<file path="config.mk">
export PLATFORM = sky130hd
export DESIGN_NAME = pipe_column_generator
export DESIGN_NICKNAME = d
export VERILOG_FILES = /design/src/rtl/flappy_pkg.sv /design/src/rtl/lfsr8.sv /design/src/rtl/pipe_column_generator.sv
export SDC_FILE = /design/constraint.sdc
export NUM_CORES = 1
export LEC_CHECK = 0
export BUFFER_PORTS_ARGS = -buffer_cell sky130_fd_sc_hd__buf_4
export CAP_MARGIN = 20
export CORE_MARGIN = 10
export CORE_UTILIZATION = 50
export CTS_BUF_LIST = sky130_fd_sc_hd__clkbuf_4 sky130_fd_sc_hd__clkbuf_8
export DETAILED_ROUTE_END_ITERATION = 10
export PLACE_DENSITY_LB_ADDON = 0.1
export SLEW_MARGIN = 20
export SYNTH_ARGS = -nofsm -noshare
export SYNTH_HDL_FRONTEND = slang
export SYNTH_SLANG_ARGS = --single-unit
</file>
<file path="constraint.sdc">
create_clock -name clk -period 2.4 [get_ports clk]
set_clock_uncertainty 0.2 [all_clocks]
set_input_delay 0.12 -clock clk [delete_from_list [all_inputs] [get_ports clk]]
set_output_delay 0.12 -clock clk [all_outputs]
set_load 0.01 [all_outputs]
</file>
<file path="src/rtl/flappy_pkg.sv">
// Shared types and constants for the pipe column generator and its LFSR.
package flappy_pkg;

  localparam int ROWS = 8;
  localparam logic [7:0] LFSR_SEED = 8'hA5;

  typedef enum logic {SPACE, PIPE} pipe_state_t;
  typedef logic [ROWS-1:0] column_t;

  typedef struct packed {
    pipe_state_t state;
    logic [7:0]  lfsr;
    logic [2:0]  gap_top;
  } pipe_debug_t;

  // Fibonacci LFSR, taps 8,6,5,4: shift left, feedback into bit 0.
  function automatic logic [7:0] lfsr_next(input logic [7:0] q);
    return {q[6:0], q[7] ^ q[5] ^ q[4] ^ q[3]};
  endfunction

endpackage

</file>
<file path="src/rtl/lfsr8.sv">
// Free-running 8-bit LFSR; advances on every clock, independent of game flow.
module lfsr8
  import flappy_pkg::*;
(
  input  logic       clk,
  input  logic       reset,
  output logic [7:0] q
);

  always_ff @(posedge clk or posedge reset) begin
    if (reset) q <= LFSR_SEED;
    else       q <= lfsr_next(q);
  end

endmodule

</file>
<file path="src/rtl/pipe_column_generator.sv">
// Generates the incoming LED column: GAP_COLS empty columns, then PIPE_WIDTH pipe columns.
// Define PIPE_FIXED_GAP_EN to force every gap to FIXED_GAP_TOP instead of the LFSR choice.
module pipe_column_generator
  import flappy_pkg::*;
#(
  parameter int GAP_COLS      = 4,
  parameter int PIPE_WIDTH    = 2,
  parameter int GAP_HEIGHT    = 3,
  parameter int FIXED_GAP_TOP = 2
) (
  input  logic        clk,
  input  logic        reset,
  input  logic        cycle,
  input  logic        lose,
  output column_t     last_col,
  output logic        new_pipe,
  output pipe_debug_t debug
);

  localparam int GAP_MAX = ROWS - GAP_HEIGHT;

  if (GAP_COLS < 1 || GAP_COLS > 15) begin : g_bad_gap_cols
    $error("GAP_COLS out of range");
  end
  if (PIPE_WIDTH < 1 || PIPE_WIDTH > 7) begin : g_bad_pipe_width
    $error("PIPE_WIDTH out of range");
  end
  if (GAP_HEIGHT < 2 || GAP_HEIGHT > 5) begin : g_bad_gap_height
    $error("GAP_HEIGHT out of range");
  end
  if (FIXED_GAP_TOP < 0 || FIXED_GAP_TOP > GAP_MAX) begin : g_bad_fixed_top
    $error("FIXED_GAP_TOP out of range");
  end

  pipe_state_t state, state_n;
  logic [3:0]  space_cnt, space_cnt_n;
  logic [2:0]  width_cnt, width_cnt_n;
  logic [2:0]  gap_top, gap_top_n, gap_sel;
  column_t     col_n, pipe_col;
  logic        new_pipe_n;
  logic [7:0]  lfsr_q;
  logic        step;

  lfsr8 u_lfsr (
    .clk   (clk),
    .reset (reset),
    .q     (lfsr_q)
  );

  assign step  = cycle & ~lose;
  assign debug = '{state: state, lfsr: lfsr_q, gap_top: gap_top};

  always_comb begin
`ifdef PIPE_FIXED_GAP_EN
    gap_sel = 3'(FIXED_GAP_TOP);
`else
    // Fold out-of-range LFSR values back into 0..GAP_MAX.
    if (int'(lfsr_q[2:0]) <= GAP_MAX) gap_sel = lfsr_q[2:0];
    else                              gap_sel = 3'(int'(lfsr_q[2:0]) - (GAP_MAX + 1));
`endif
  end

  always_comb begin
    pipe_col = '1;
    for (int r = 0; r < ROWS; r++) begin
      if (r >= int'(gap_top) && r < int'(gap_top) + GAP_HEIGHT) pipe_col[r] = 1'b0;
    end
  end

  always_comb begin
    state_n     = state;
    space_cnt_n = space_cnt;
    width_cnt_n = width_cnt;
    gap_top_n   = gap_top;
    col_n       = last_col;
    new_pipe_n  = 1'b0;
    if (step) begin
      case (state)
        SPACE: begin
          col_n = '0;
          if (space_cnt == 4'(GAP_COLS - 1)) begin
            space_cnt_n = '0;
            width_cnt_n = '0;
            gap_top_n   = gap_sel;
            state_n     = PIPE;
          end else begin
            space_cnt_n = space_cnt + 4'd1;
          end
        end
        PIPE: begin
          col_n      = pipe_col;
          new_pipe_n = (width_cnt == 3'd0);
          if (width_cnt == 3'(PIPE_WIDTH - 1)) begin
            width_cnt_n = '0;
            state_n     = SPACE;
          end else begin
            width_cnt_n = width_cnt + 3'd1;
          end
        end
        default: state_n = SPACE;
      endcase
    end
  end

  always_ff @(posedge clk or posedge reset) begin
    if (reset) begin
      state     <= SPACE;
      space_cnt <= '0;
      width_cnt <= '0;
      gap_top   <= '0;
      last_col  <= '0;
      new_pipe  <= 1'b0;
    end else begin
      state     <= state_n;
      space_cnt <= space_cnt_n;
      width_cnt <= width_cnt_n;
      gap_top   <= gap_top_n;
      last_col  <= col_n;
      new_pipe  <= new_pipe_n;
    end
  end

endmodule
</file>
# --- After elaboration in Yosys (flattened, before gate mapping) ---
# Cells that the tools add are included.
word_totals:
  regBits: 28
  latch_bits: 0
  ramBits: 0
  romBits: 0
  input_bits: 4
  out_inout_bits: 21
  word_cells: 66
  memories: 0
classes:
  n_addsub: 4
  multipliers: 0
  n_div: 0
  n_lt_le_gt_ge: 16
  n_eq_ne: 3
  n_shift: 0
  mux: 19
  n_bitwise: 6
  n_reduce_logical: 11
op_table:
  columns: ["op", "count"]
  rows:
  - ["less-than comparator 4 x 32 -> 1 bit, first input constant", 3]
  - ["less-than comparator 3 x 32 -> 1 bit, first input constant", 2]
  - ["less-than comparator 1 x 32 -> 1 bit, first input constant", 1]
  - ["less-than comparator 2 x 32 -> 1 bit, first input constant", 1]
  - ["one-hot mux 8 bit (2 select lines)", 1]
  - ["2-to-1 mux 1 bit", 12]
  - ["greater-or-equal comparator 3 bit, first input constant", 3]
  - ["2-to-1 mux 3 bit", 3]
  - ["logical AND 1 bit", 7]
  - ["greater-or-equal comparator 1 x 3 -> 1 bit, first input constant", 2]
  - ["greater-or-equal comparator 2 x 3 -> 1 bit, first input constant", 2]
  - ["one-hot mux 3 bit (2 select lines)", 1]
  - ["adder 3 x 2 -> 4 bit, second input constant", 1]
  - ["adder 4 x 1 -> 4 bit, second input constant", 1]
  - ["== test 4 x 2 -> 1 bit, second input constant", 1]
  - ["less-than comparator 3 x 4 -> 1 bit, first input constant", 1]
  - ["2-to-1 mux 4 bit", 1]
  - ["AND reduction 2 bit", 2]
  - ["adder 3 x 1 -> 3 bit, second input constant", 1]
  - ["== test 3 x 1 -> 1 bit, second input constant", 1]
  - ["less-or-equal comparator 3 bit, second input constant", 1]
  - ["zero test 3 bit", 1]
  - ["AND reduction 3 bit", 1]
  - ["subtractor 3 bit, second input constant", 1]
  - ["other kinds (5)", 8]

# --- Logic depth before layout (Yosys ltp) ---
# Gate-level depths: netlist of the first run.
depth:
  depth_word: 5
  depth_mapped: 6

# --- Hierarchy ---
# A second synthesis of the first run with hierarchy kept.
unflattened:
  hier_cells: 110
  area_unflattened_um2: 1303.8
by_module_without_submodules:
  columns: ["mod", "instances", "cells_per_inst", "area_each_um2", "seq_area_each_um2"]
  rows:
  - ["pipe_column_generator", 1, 98, 1068.5, 500.5]
  - ["lfsr8", 1, 12, 235.2, 205.2]

# --- Worst setup path before layout of the first run ---
# Ideal clock, no wire load.
synth_timing:
  path_type: "register to register"
  start: "reg gap_top[1]"
  end: "reg last_col[4]"
  setup_ps: 122
  arrival_time_ps: 1532
  t_required_ps: 2078
  setup_slack_ps: 546
  stages_incl_launch_ff: 7
  n_path_buf: 1
  period_less_slack_ps: 1854
  cell_sequence: "dfrtp_1 > clkbuf_1 > inv_1 > ha_1 > nor4bb_1 > o21bai_1 > a32o_1"
synth_between:
  elab_chain_len: 5
synth_rtl:
  columns: ["element", "line_no", "source"]
  rows:
  - ["start: declaration", "pipe_column_generator.sv:38", "logic [2:0] gap_top, gap_top_n, gap_sel;"]
  - ["start signal: assignment", "pipe_column_generator.sv:117", "gap_top <= gap_top_n;"]
  - ["adder 3 x 2 -> 4 bit", "pipe_column_generator.sv:66", "if (r >= int'(gap_top) && r < int'(gap_top) + GAP_HEIGHT) pipe_col[r] = 1'b0;"]
  - ["less-than comparator 4 x 32 -> 1 bit", "pipe_column_generator.sv:66", null]
  - ["logical AND 1 bit *", "pipe_column_generator.sv:66", null]
  - ["2-to-1 mux 1 bit *", "pipe_column_generator.sv:66", null]
  - ["one-hot mux 8 bit (2 select lines) *", "pipe_column_generator.sv:78", "case (state)"]
  - ["end signal: assignment", "pipe_column_generator.sv:118", "last_col <= col_n;"]
  - ["end: declaration", "pipe_column_generator.sv:15", "output column_t last_col,"]
# Mark *: on every way between the ends. The rest lies on a longest branch, timed or not.
# A chain may end at the register's enable or synchronous reset.

# --- Worst setup path after layout of the first run ---
# Same ends and word-level chain as after synthesis.

==> results of run 1 <==
-- path summary, 6_finish.rpt --
| check | end | slack, ps | startpoint |
|---|---|---|---|
| worst max register to register | last_col[4] | 480 | gap_top[1] |
| min in group asynchronous | gap_top[0] | 190 | reset |
| max in group asynchronous | u_lfsr.q[0] | 1520 | reset |
| worst min register to register | u_lfsr.q[7] | 200 | u_lfsr.q[6] |
| worst min-delay path | space_cnt[2] | 30 | cycle |
| worst max-delay path | last_col[4] | 480 | gap_top[1] |
-- final cells by class --
cell class,count,area [um2]
clock buffers,4,36.3
fillers,221,938
inverters,3,11.3
multi-input cells,72,541
flip-flops and latches,28,706
well taps,30,37.5
repair buffers,27,208
-- flip-flops by register name, indices dropped and copies added, names as in the netlist --
| signal | cells |
|---|---|
| space_cnt | 4 |
| state | 1 |
| u_lfsr.q | 8 |
| last_col | 8 |
| gap_top | 3 |
| new_pipe | 1 |
| width_cnt | 3 |
-- critical path, delay by kind of cell, from the launching register on --
kind,cells,cell delay (ps)
AOI/OAI and AO/OA,2,340
adders and majority gates,1,290
buffers and inverters,1,170
DFF,1,510
and+or+nand+nor,1,310
-- stage by stage --
stage	instances	hold slack, ps	area, um2	total power [uW]	utilization
after floorplan	110	-17.6	1300	921	-
after global placement	158	6.69	1480	1050	0.598
after detailed placement	158	13.3	1480	1060	0.598
after CTS	164	25.7	1540	1300	0.621
after global routing	164	53.9	1540	1370	0.621
final	164	32.7	1540	1270	0.621
-- synth_stat cells (3+ instances only) --
library cell / number
mux2_2: 3
inv_1: 3
nand2_1: 10
dfrtp_1: 24
dfstp_2: 4
nor2_1: 6
o21ai_0: 4
nand2b_1: 4
ha_1: 5
xnor2_1: 3
a22o_1: 6
-- cells in the final DEF, fill, tap and decap left out, types with 4 or more instances in the layout --
master    synthesis  layout
buf_4             2      25
dfrtp_1          24      24
nand2_1          10      10
a22o_1            6       6
nor2_1            6       6
ha_1              5       5
nand2b_1          4       4
o21ai_0           4       4
dfstp_2           4       4
-- power by group through the flow --
stage	sequential, uW	clock (uW)	combinational (uW)
6_report	664	228	381
5_1_grt	684	262	425
4_1_cts	665	239	392
3_5_place_dp	675	0	388
3_3_place_gp	671	0	380
2_1_floorplan	654	0	267
-- repair_timing --
item / CTS / global route
resized for setup: 0 / 0
hold buffers: 2 / 0
hold endpoints to repair: 33 / 0
endpoints found under the setup margin: 0 / 0
-- per-layer routing --
layer,global-route usage,vias to the layer above
met1,0.130,443
met5,0,-
li1,-,435
met4,0.0387,0
met3,0.0223,4
met2,0.170,20
-- logic make-up after synthesis --
logic type,count (synthesis),synth area share
AO/OA/AOI/OAI,23,0.128
XOR/XNOR,5,0.0337
adder cells (fa/ha/maj),5,0.0481
buffers and inverters,10,0.0423
flip-flops,28,0.542
multiplexers,6,0.0567
AND/OR/NAND/NOR,33,0.149
==> reports/qor.log, run 1 <==
INFO  detailed_routing avgRoutedWirePerCell=15.0um
INFO  placement      dpl_hpwl=1.85mm
INFO  sta            slew_headroom=0.677
INFO  detailed_routing route.vias.total=902
INFO  detailed_routing remaining_drc_errors=0
INFO  power          clock_power_share=0.179
INFO  setup_path     timing.critical_path.cells=inv_1 -> ha_1 -> nor4bb_1 -> o21bai_1 -> a32o_1
INFO  sta            post_route_minimum_period=1920ps
INFO  sta            maxClockFrequency=520MHz
INFO  die            start_util=0.525
INFO  hold_path      min_path_type=in -> reg
INFO  job            max_cap_violations=0
INFO  setup_path     timing.critical_path.slowest_stage_cell=dfrtp_1
INFO  yosys          syn_nets=119
INFO  power          cellInternalPower=852uW
INFO  global_routing globalRoute.totalOverflow=0
INFO  hold_path      min_path_cells=4
INFO  die            placeableCoreArea=0.00248mm2
INFO  setup_path     critPathRequiredTime=2430ps
INFO  power          power.net_switching=421uW
INFO  yosys          syn-cell-area=0.00130mm2
INFO  detailed_routing route.top_layer_used=met4
INFO  detailed_routing viasPerCell=5.50
INFO  clocking       clock_tree.buffer_depth=2
INFO  yosys          asyncSetResetFlopFracSynth=1.00
INFO  clocking       tritoncts_buffers=3
INFO  placement      io_buffer_count=24
INFO  clocking       cts_setup_buffers=0
INFO  clocking       clock_input_transition_at_the_sequential_cells_of_the_worst_setup_and_hold_paths=150ps
INFO  power          power.static_leakage=0.000748uW
INFO  clocking       cts_tree=yes
INFO  sta            drv_slew=0
INFO  detailed_routing detailedRoute.firstIterationViolations=45
INFO  yosys          ys_dominant_reg_cell=dfrtp_1
INFO  detailed_routing routedLengthMet1=1.09mm
INFO  die            horizontal_extent_of_the_die=71.0um
INFO  clocking       numClockSinks=28
INFO  cells_and_area syn2layout_area_growth=18.3%
INFO  sta            setup_viol_count_final=0
INFO  setup_path     start_kind=register
INFO  setup_path     endpoint_kind=register
INFO  yosys          synth.distinct_cells=39
INFO  global_routing initial_antenna_violation_count=0
INFO  detailed_routing dr_wl_met3=98um
INFO  power          power.share.switching=0.331
INFO  cells_and_area drive_above_1_share=0.306
INFO  setup_path     crit_path_max_fanout=11
INFO  placement      global_placement_routability_congestion=0.720
INFO  yosys          yosysTopAreaCell=dfrtp_1
INFO  power          pwr-share-comb=0.299
INFO  die            die_h=71.0um
INFO  clocking       clock_latency=320ps
INFO  status         status=complete, no violations
INFO  detailed_routing drt.antenna.violating_nets=0
INFO  setup_path     timing_worst_setup_path_type=reg -> reg
INFO  global_routing number_of_global_route_vias_before_repair=879
INFO  yosys          number_of_storage_elements_in_the_synthesis_netlist=28
INFO  yosys          seq_area_frac_synth=0.542
INFO  yosys          synthesis.instances=110
INFO  setup_path     critPathArrivalTime=1960ps
INFO  yosys          yosys_warnings=0
INFO  sta            final_period_utilization=0.801
INFO  global_routing grt_usage=0.104
INFO  sta            final-hold-violation-count=0
INFO  power          ir_worst_vdd=0.480mV
INFO  sta            final_critical_path_setup_slack=476ps
INFO  global_routing grt_max_degree=29
INFO  detailed_routing drt_first_pass_iters=4
INFO  sta            timing_worst_slew_pin_value=484ps
INFO  yosys          synth_area_leaders=dfrtp_1, dfstp_2, ha_1
INFO  detailed_routing wl_met2=1.25mm
INFO  setup_path     timing.critical_path.slowest_cell_delay=510ps
INFO  yosys          yosysTopAreaCellShare=0.462
INFO  yosys          synth_area_per_cell=11.8um2
INFO  clocking       clk_root_buffer_cell=clkbuf_4
INFO  power          power.density_cell_area=828mW/mm2
INFO  detailed_routing route.final.wire_length=2.47mm
INFO  cells_and_area n_antenna_cell=0
INFO  clocking       h-tree-depth=1
INFO  die            core_rows=18
INFO  yosys          synth_enable_flop_cells=0
INFO  die            boundaryPins=25
INFO  sta            rsz_0062_raised_after_global_routing=false
INFO  power          power.share.sequential=0.522
INFO  placement      dpl_worst_slack=505ps
INFO  sta            fin_setup_tns=0ps
INFO  global_routing grt_pass1_wl=4.40mm
INFO  setup_path     rr_worst_depth=5
INFO  cells_and_area num-nets-final=144
INFO  die            floorplan.die_area=0.00504mm2
Note: power is estimated with default switching activity, not from simulation.
==> inputs of run 2 (changes only) <==
Clock period 2.4 ns to 1.87 ns, I/O delays scaled along.
==> reports/qor.log, run 2 (synthesis results as in run 1) <==
INFO  cells_and_area drive_above_1_share=0.338
INFO  detailed_routing remaining_drc_errors=0
INFO  cells_and_area layout.cells.most_common=buf_4
INFO  detailed_routing route.top_layer_used=met4
INFO  placement      dpl_worst_slack=146ps
INFO  sta            final_period_utilization=0.924
INFO  sta            rsz_0062_raised_after_global_routing=false
INFO  cells_and_area filler_cell_count=212
INFO  cells_and_area layout_top_registers=last_col (8), u_lfsr.q (8), space_cnt (4)
INFO  cells_and_area mostFrequentLayoutCells=buf_4, dfrtp_1, nand2_1
INFO  cells_and_area num-nets-final=149
INFO  setup_path     start_kind=register
INFO  clocking       clock_latency=330ps
INFO  power          power.density_cell_area=1060mW/mm2
INFO  hold_path      min_path_type=in -> async
INFO  clocking       clk_root_buffer_cell=clkbuf_4
INFO  sta            timing_worst_slew_pin_value=407ps
INFO  sta            final-hold-violation-count=0
INFO  die            placeableCoreArea=0.00248mm2
INFO  detailed_routing route.final.wire_length=2.55mm
INFO  status         status=complete, no violations
INFO  clocking       h-tree-depth=1
INFO  sta            maxClockFrequency=579MHz
INFO  detailed_routing dr_wl_met3=73um
INFO  detailed_routing detailedRoute.firstIterationViolations=37
INFO  power          power.static_leakage=0.000771uW
INFO  detailed_routing route.vias.total=908
INFO  cells_and_area n_antenna_cell=0
INFO  detailed_routing wl_met2=1.32mm
INFO  clocking       clock_input_transition_at_the_sequential_cells_of_the_worst_setup_and_hold_paths=140ps
INFO  clocking       tritoncts_buffers=3
INFO  setup_path     endpoint_kind=register
INFO  job            max_cap_violations=0
INFO  global_routing initial_antenna_violation_count=0
INFO  setup_path     r2r_setup_slk=140ps
INFO  setup_path     critPathArrivalTime=1750ps
INFO  cells_and_area register_area=706um2
INFO  die            start_util=0.525
INFO  clocking       numClockSinks=28
INFO  setup_path     timing_worst_setup_path_type=reg -> reg
INFO  clocking       clock_tree.buffer_depth=2
INFO  setup_path     worstReg2RegEnd=gap_top[0]
INFO  detailed_routing routedLengthMet1=1.11mm
INFO  clocking       cts_tree=yes
INFO  global_routing grt_usage=0.104
INFO  placement      place_inst=162
INFO  die            horizontal_extent_of_the_die=71.0um
INFO  sta            setup_viol_count_final=0
INFO  die            die_h=71.0um
INFO  setup_path     crit_path_max_fanout=4
INFO  sta            hold_ws=59.9ps
INFO  sta            post_route_minimum_period=1730ps
INFO  cells_and_area multiInputGateArea=549um2
INFO  cells_and_area number_of_standard_cells_in_the_layout_taps_in_and_fillers_out=169
INFO  global_routing number_of_global_route_vias_before_repair=957
INFO  sta            fin_setup_tns=0ps
INFO  sta            drv_slew=0
INFO  global_routing grt_max_degree=21
INFO  setup_path     rr_worst_depth=4
INFO  die            floorplan.die_area=0.00504mm2
INFO  detailed_routing viasPerCell=5.37
INFO  setup_path     r2r_start=space_cnt[0]
INFO  detailed_routing drt_first_pass_iters=4
INFO  sta            final_critical_path_setup_slack=143ps
INFO  placement      global_placement_routability_congestion=0.785
INFO  placement      dpl_hpwl=1.94mm
INFO  cells_and_area syn2layout_area_growth=22.0%
INFO  detailed_routing drt.antenna.violating_nets=0
INFO  setup_path     critPathRequiredTime=1890ps
INFO  global_routing globalRoute.totalOverflow=0
INFO  detailed_routing avgRoutedWirePerCell=15.1um
INFO  die            core_rows=18
INFO  global_routing grt_pass1_wl=4.41mm
INFO  die            boundaryPins=25
INFO  placement      io_buffer_count=24
INFO  power          ir_worst_vdd=0.765mV
INFO  sta            slew_headroom=0.726
run 2: cell types whose count changed in the layout (fill, tap and decap cells not counted):
cell,previous run,this run
dlygate4sd3_1,2,3
ha_2,0,1
ha_1,5,4
buf_4,25,29
nor4bb_2,0,1
nor4bb_1,1,0
run 2: where the power goes:
| group | switching, uW | internal (uW) | leakage, uW |
|---|---|---|---|
| logic | 279 | 286 | 0.000390 |
| clock network | 168 | 119 | 0.0000210 |
| registers | 103 | 720 | 0.000361 |
| total | 550 | 1130 | 0.000771 |
run 2: cell type report:
type / instances / share of cell area
clock buffers: 4 / 0.0229
inverters: 3 / 0.00709
multi-input cells: 72 / 0.346
flip-flops and latches: 28 / 0.444
well taps: 30 / 0.0236
repair buffers: 32 / 0.156
run 2: worst max-delay path, cell delays in order (launching register included):
cell,delay [ps]
dfrtp_1,430
ha_1,200
nor3b_2,320
nand2_2,150
mux2_4,320
run 2: how the worst max path moves through the flow:
stage / cells past startpoint / slack (ps) / start / to
after floorplan: 6 / 20 / gap_top[1] / last_col[4]
after global placement: 5 / 230 / gap_top[0] / last_col[4]
after detailed placement: 5 / 150 / gap_top[1] / last_col[4]
after CTS: 5 / 130 / gap_top[1] / last_col[4]
after global routing: 5 / 50 / gap_top[1] / last_col[4]
final: 4 / 140 / space_cnt[0] / gap_top[0]
run 2: layer usage:
| metal | track usage | vias to the layer above |
|---|---|---|
| li1 | - | 447 |
| met1 | 0.114 | 442 |
| met2 | 0.183 | 15 |
| met3 | 0.0363 | 4 |
| met4 | 0.0323 | 0 |
| met5 | 0 | - |
run 2: timing repair:
item,CTS,global route
buffers inserted,0,0
hold buffers,3,0
resized for setup,0,2
hold endpoints to repair,35,0
setup endpoints to repair,0,1
run 2: metrics by stage:
step	power (uW)	cell area, um2	util
after detailed placement	1400	1510	0.611
after global routing	1800	1590	0.641
final	1680	1590	0.641
after floorplan	1180	1300	-
after CTS	1700	1580	0.637
after global placement	1380	1510	0.611
==> inputs of run 3 (changes only) <==
Clock period 1.87 ns to 1.4 ns, I/O delays scaled along.
==> reports/qor.log, run 3 (synthesis results as in run 1) <==
INFO  cells_and_area drive_above_1_share=0.503
INFO  die            boundaryPins=25
INFO  power          ir_worst_vdd=1.02mV
INFO  sta            hold_ws=-24.1ps
INFO  die            placeableCoreArea=0.00248mm2
INFO  power          pwr-share-comb=0.440
INFO  placement      dpl_hpwl=2.27mm
INFO  placement      io_buffer_count=24
INFO  clocking       cts_tree=yes
INFO  cells_and_area final_util=0.735
INFO  cells_and_area syn2layout_area_growth=39.9%
INFO  cells_and_area layout.cells.most_common=buf_4
INFO  setup_path     start_kind=register
INFO  power          power.density_cell_area=1440mW/mm2
INFO  power          clock_power_share=0.146
INFO  clocking       numClockSinks=28
INFO  clocking       clock_latency=320ps
INFO  global_routing grt_pass1_wl=4.97mm
INFO  setup_path     timing.critical_path.slowest_stage_cell=dfrtp_1
INFO  power          cellInternalPower=1760uW
INFO  power          power.share.switching=0.328
INFO  clocking       tritoncts_buffers=3
INFO  setup_path     timing.critical_path.cells=ha_2 -> nor3b_4 -> nand2_2 -> mux2_4
INFO  global_routing globalRoute.totalOverflow=0
INFO  status         status=complete, but fails checks
INFO  cells_and_area filler_cell_count=178
INFO  sta            rsz_0062_raised_after_global_routing=true
INFO  die            horizontal_extent_of_the_die=71.0um
INFO  setup_path     critPathRequiredTime=1420ps
INFO  setup_path     buffers_and_inverters_on_the_worst_path=0
INFO  cells_and_area number_of_standard_cells_in_the_layout_taps_in_and_fillers_out=189
INFO  setup_path     crit_path_max_fanout=4
INFO  sta            final_critical_path_setup_slack=-169ps
INFO  global_routing grt_usage=0.120
INFO  clocking       clock_tree.buffer_depth=2
INFO  global_routing initial_antenna_violation_count=0
INFO  sta            slew_headroom=0.754
INFO  clocking       h-tree-depth=1
INFO  setup_path     timing_worst_setup_path_type=reg -> reg
INFO  detailed_routing route.vias.total=1000
INFO  clocking       clock_input_transition_at_the_sequential_cells_of_the_worst_setup_and_hold_paths=140ps
INFO  cells_and_area num-nets-final=169
INFO  status         failed_checks=negative hold slack, negative setup slack
INFO  sta            drv_slew=0
INFO  sta            post_route_minimum_period=1570ps
INFO  setup_path     critPathArrivalTime=1590ps
INFO  die            core_rows=18
INFO  placement      dpl_worst_slack=-137ps
INFO  sta            final_period_utilization=1.12
INFO  sta            maxClockFrequency=637MHz
INFO  setup_path     timing.critical_path.slowest_cell_delay=380ps
INFO  die            start_util=0.525
INFO  die            die_h=71.0um
INFO  sta            final-hold-violation-count=4
INFO  detailed_routing avgRoutedWirePerCell=15.5um
INFO  clocking       clk_root_buffer_cell=clkbuf_4
INFO  detailed_routing viasPerCell=5.29
INFO  detailed_routing detailedRoute.firstIterationViolations=48
INFO  power          power.share.sequential=0.414
INFO  cells_and_area n_antenna_cell=0
INFO  detailed_routing route.final.wire_length=2.93mm
INFO  hold_path      min_path_type=in -> reg
INFO  setup_path     endpoint_kind=register
INFO  global_routing number_of_global_route_vias_before_repair=1064
INFO  cells_and_area layout_top_registers=last_col (8), u_lfsr.q (8), space_cnt (4)
INFO  power          power.net_switching=859uW
INFO  detailed_routing drt.antenna.violating_nets=0
INFO  job            max_cap_violations=0
INFO  clocking       cts_hold_buf=2
INFO  sta            timing_worst_slew_pin_value=368ps
INFO  cells_and_area mostFrequentLayoutCells=buf_4, dfrtp_1, nand2_1
INFO  power          power.static_leakage=0.000880uW
INFO  setup_path     critical-path-top-delay-family=simple AND/OR/NAND/NOR gates
INFO  sta            setup_viol_count_final=12
INFO  placement      place_inst=179
INFO  sta            fin_setup_tns=-1200ps
INFO  detailed_routing remaining_drc_errors=0
INFO  placement      global_placement_routability_congestion=0.854
INFO  die            floorplan.die_area=0.00504mm2
INFO  detailed_routing drt_first_pass_iters=4
INFO  global_routing grt_max_degree=16
==> run 3: changes by cell type in the layout (fill, tap and decap cells not counted), sizes merged <==
cell         previous run  this run
buf                    29        50
dlygate4sd3             3         2
==> run 3: worst paths after layout <==
path                         startpoint          end  slack, ps  depth (start not counted)
max                        space_cnt[1]   gap_top[0]       -170                          4
min                                lose   gap_top[2]        -20                          4
max reg2reg                space_cnt[1]   gap_top[0]       -170                          4
min reg2reg                 u_lfsr.q[6]  u_lfsr.q[7]        190                          0
max in group asynchronous         reset   gap_top[0]        460                          4
min in group asynchronous         reset  u_lfsr.q[6]         60                          3
==> run 3: final cells by class <==
| class | instances | area (um2) | share of cell area |
|---|---|---|---|
| Multi-Input combinational cell | 72 | 609 | 0.335 |
| Sequential cell | 28 | 708 | 0.389 |
| Inverter | 3 | 18.8 | 0.0103 |
| Tap cell | 30 | 37.5 | 0.0206 |
| Timing Repair Buffer | 52 | 410 | 0.225 |
| Clock buffer | 4 | 36.3 | 0.0199 |
==> run 3: timing repair <==
item | 4_1_cts | 5_1_grt
pin swaps | 12 | 6
gates resized for setup | 11 | 5
setup buffers | 2 | 2
hold endpoints to repair | 37 | 5
setup endpoints to repair | 17 | 21
==> run 3: power groups by stage <==
| stage | registers, uW | clock network [uW] | logic (uW) |
|---|---|---|---|
| final | 1090 | 383 | 1150 |
| after global routing | 1110 | 443 | 1260 |
| after CTS | 1090 | 405 | 1110 |
| after detailed placement | 1100 | 0 | 1030 |
| after global placement | 1090 | 0 | 986 |
| after floorplan | 1120 | 0 | 549 |
==> run 3: layer usage <==
layer,up-vias,global-route usage,wire length [um]
met1,489,0.137,1270
met2,20,0.200,1470
met3,4,0.0474,161
li1,487,-,-
met4,0,0.0366,27
met5,-,0,0
==> run 3: stage by stage <==
stage,cell area [um2],total power (uW)
after global placement,1680,2080
after floorplan,1350,1670
after detailed placement,1680,2140
after global routing,1820,2810
final,1820,2620
after CTS,1790,2600
==> run 3: tightest hold or removal path, delay by kind of cell <==
| kind | cells | cell delay (ps) |
|---|---|---|
| buffers and inverters | 1 | 110 |
| muxes | 1 | 150 |
| and+or+nand+nor | 2 | 140 |
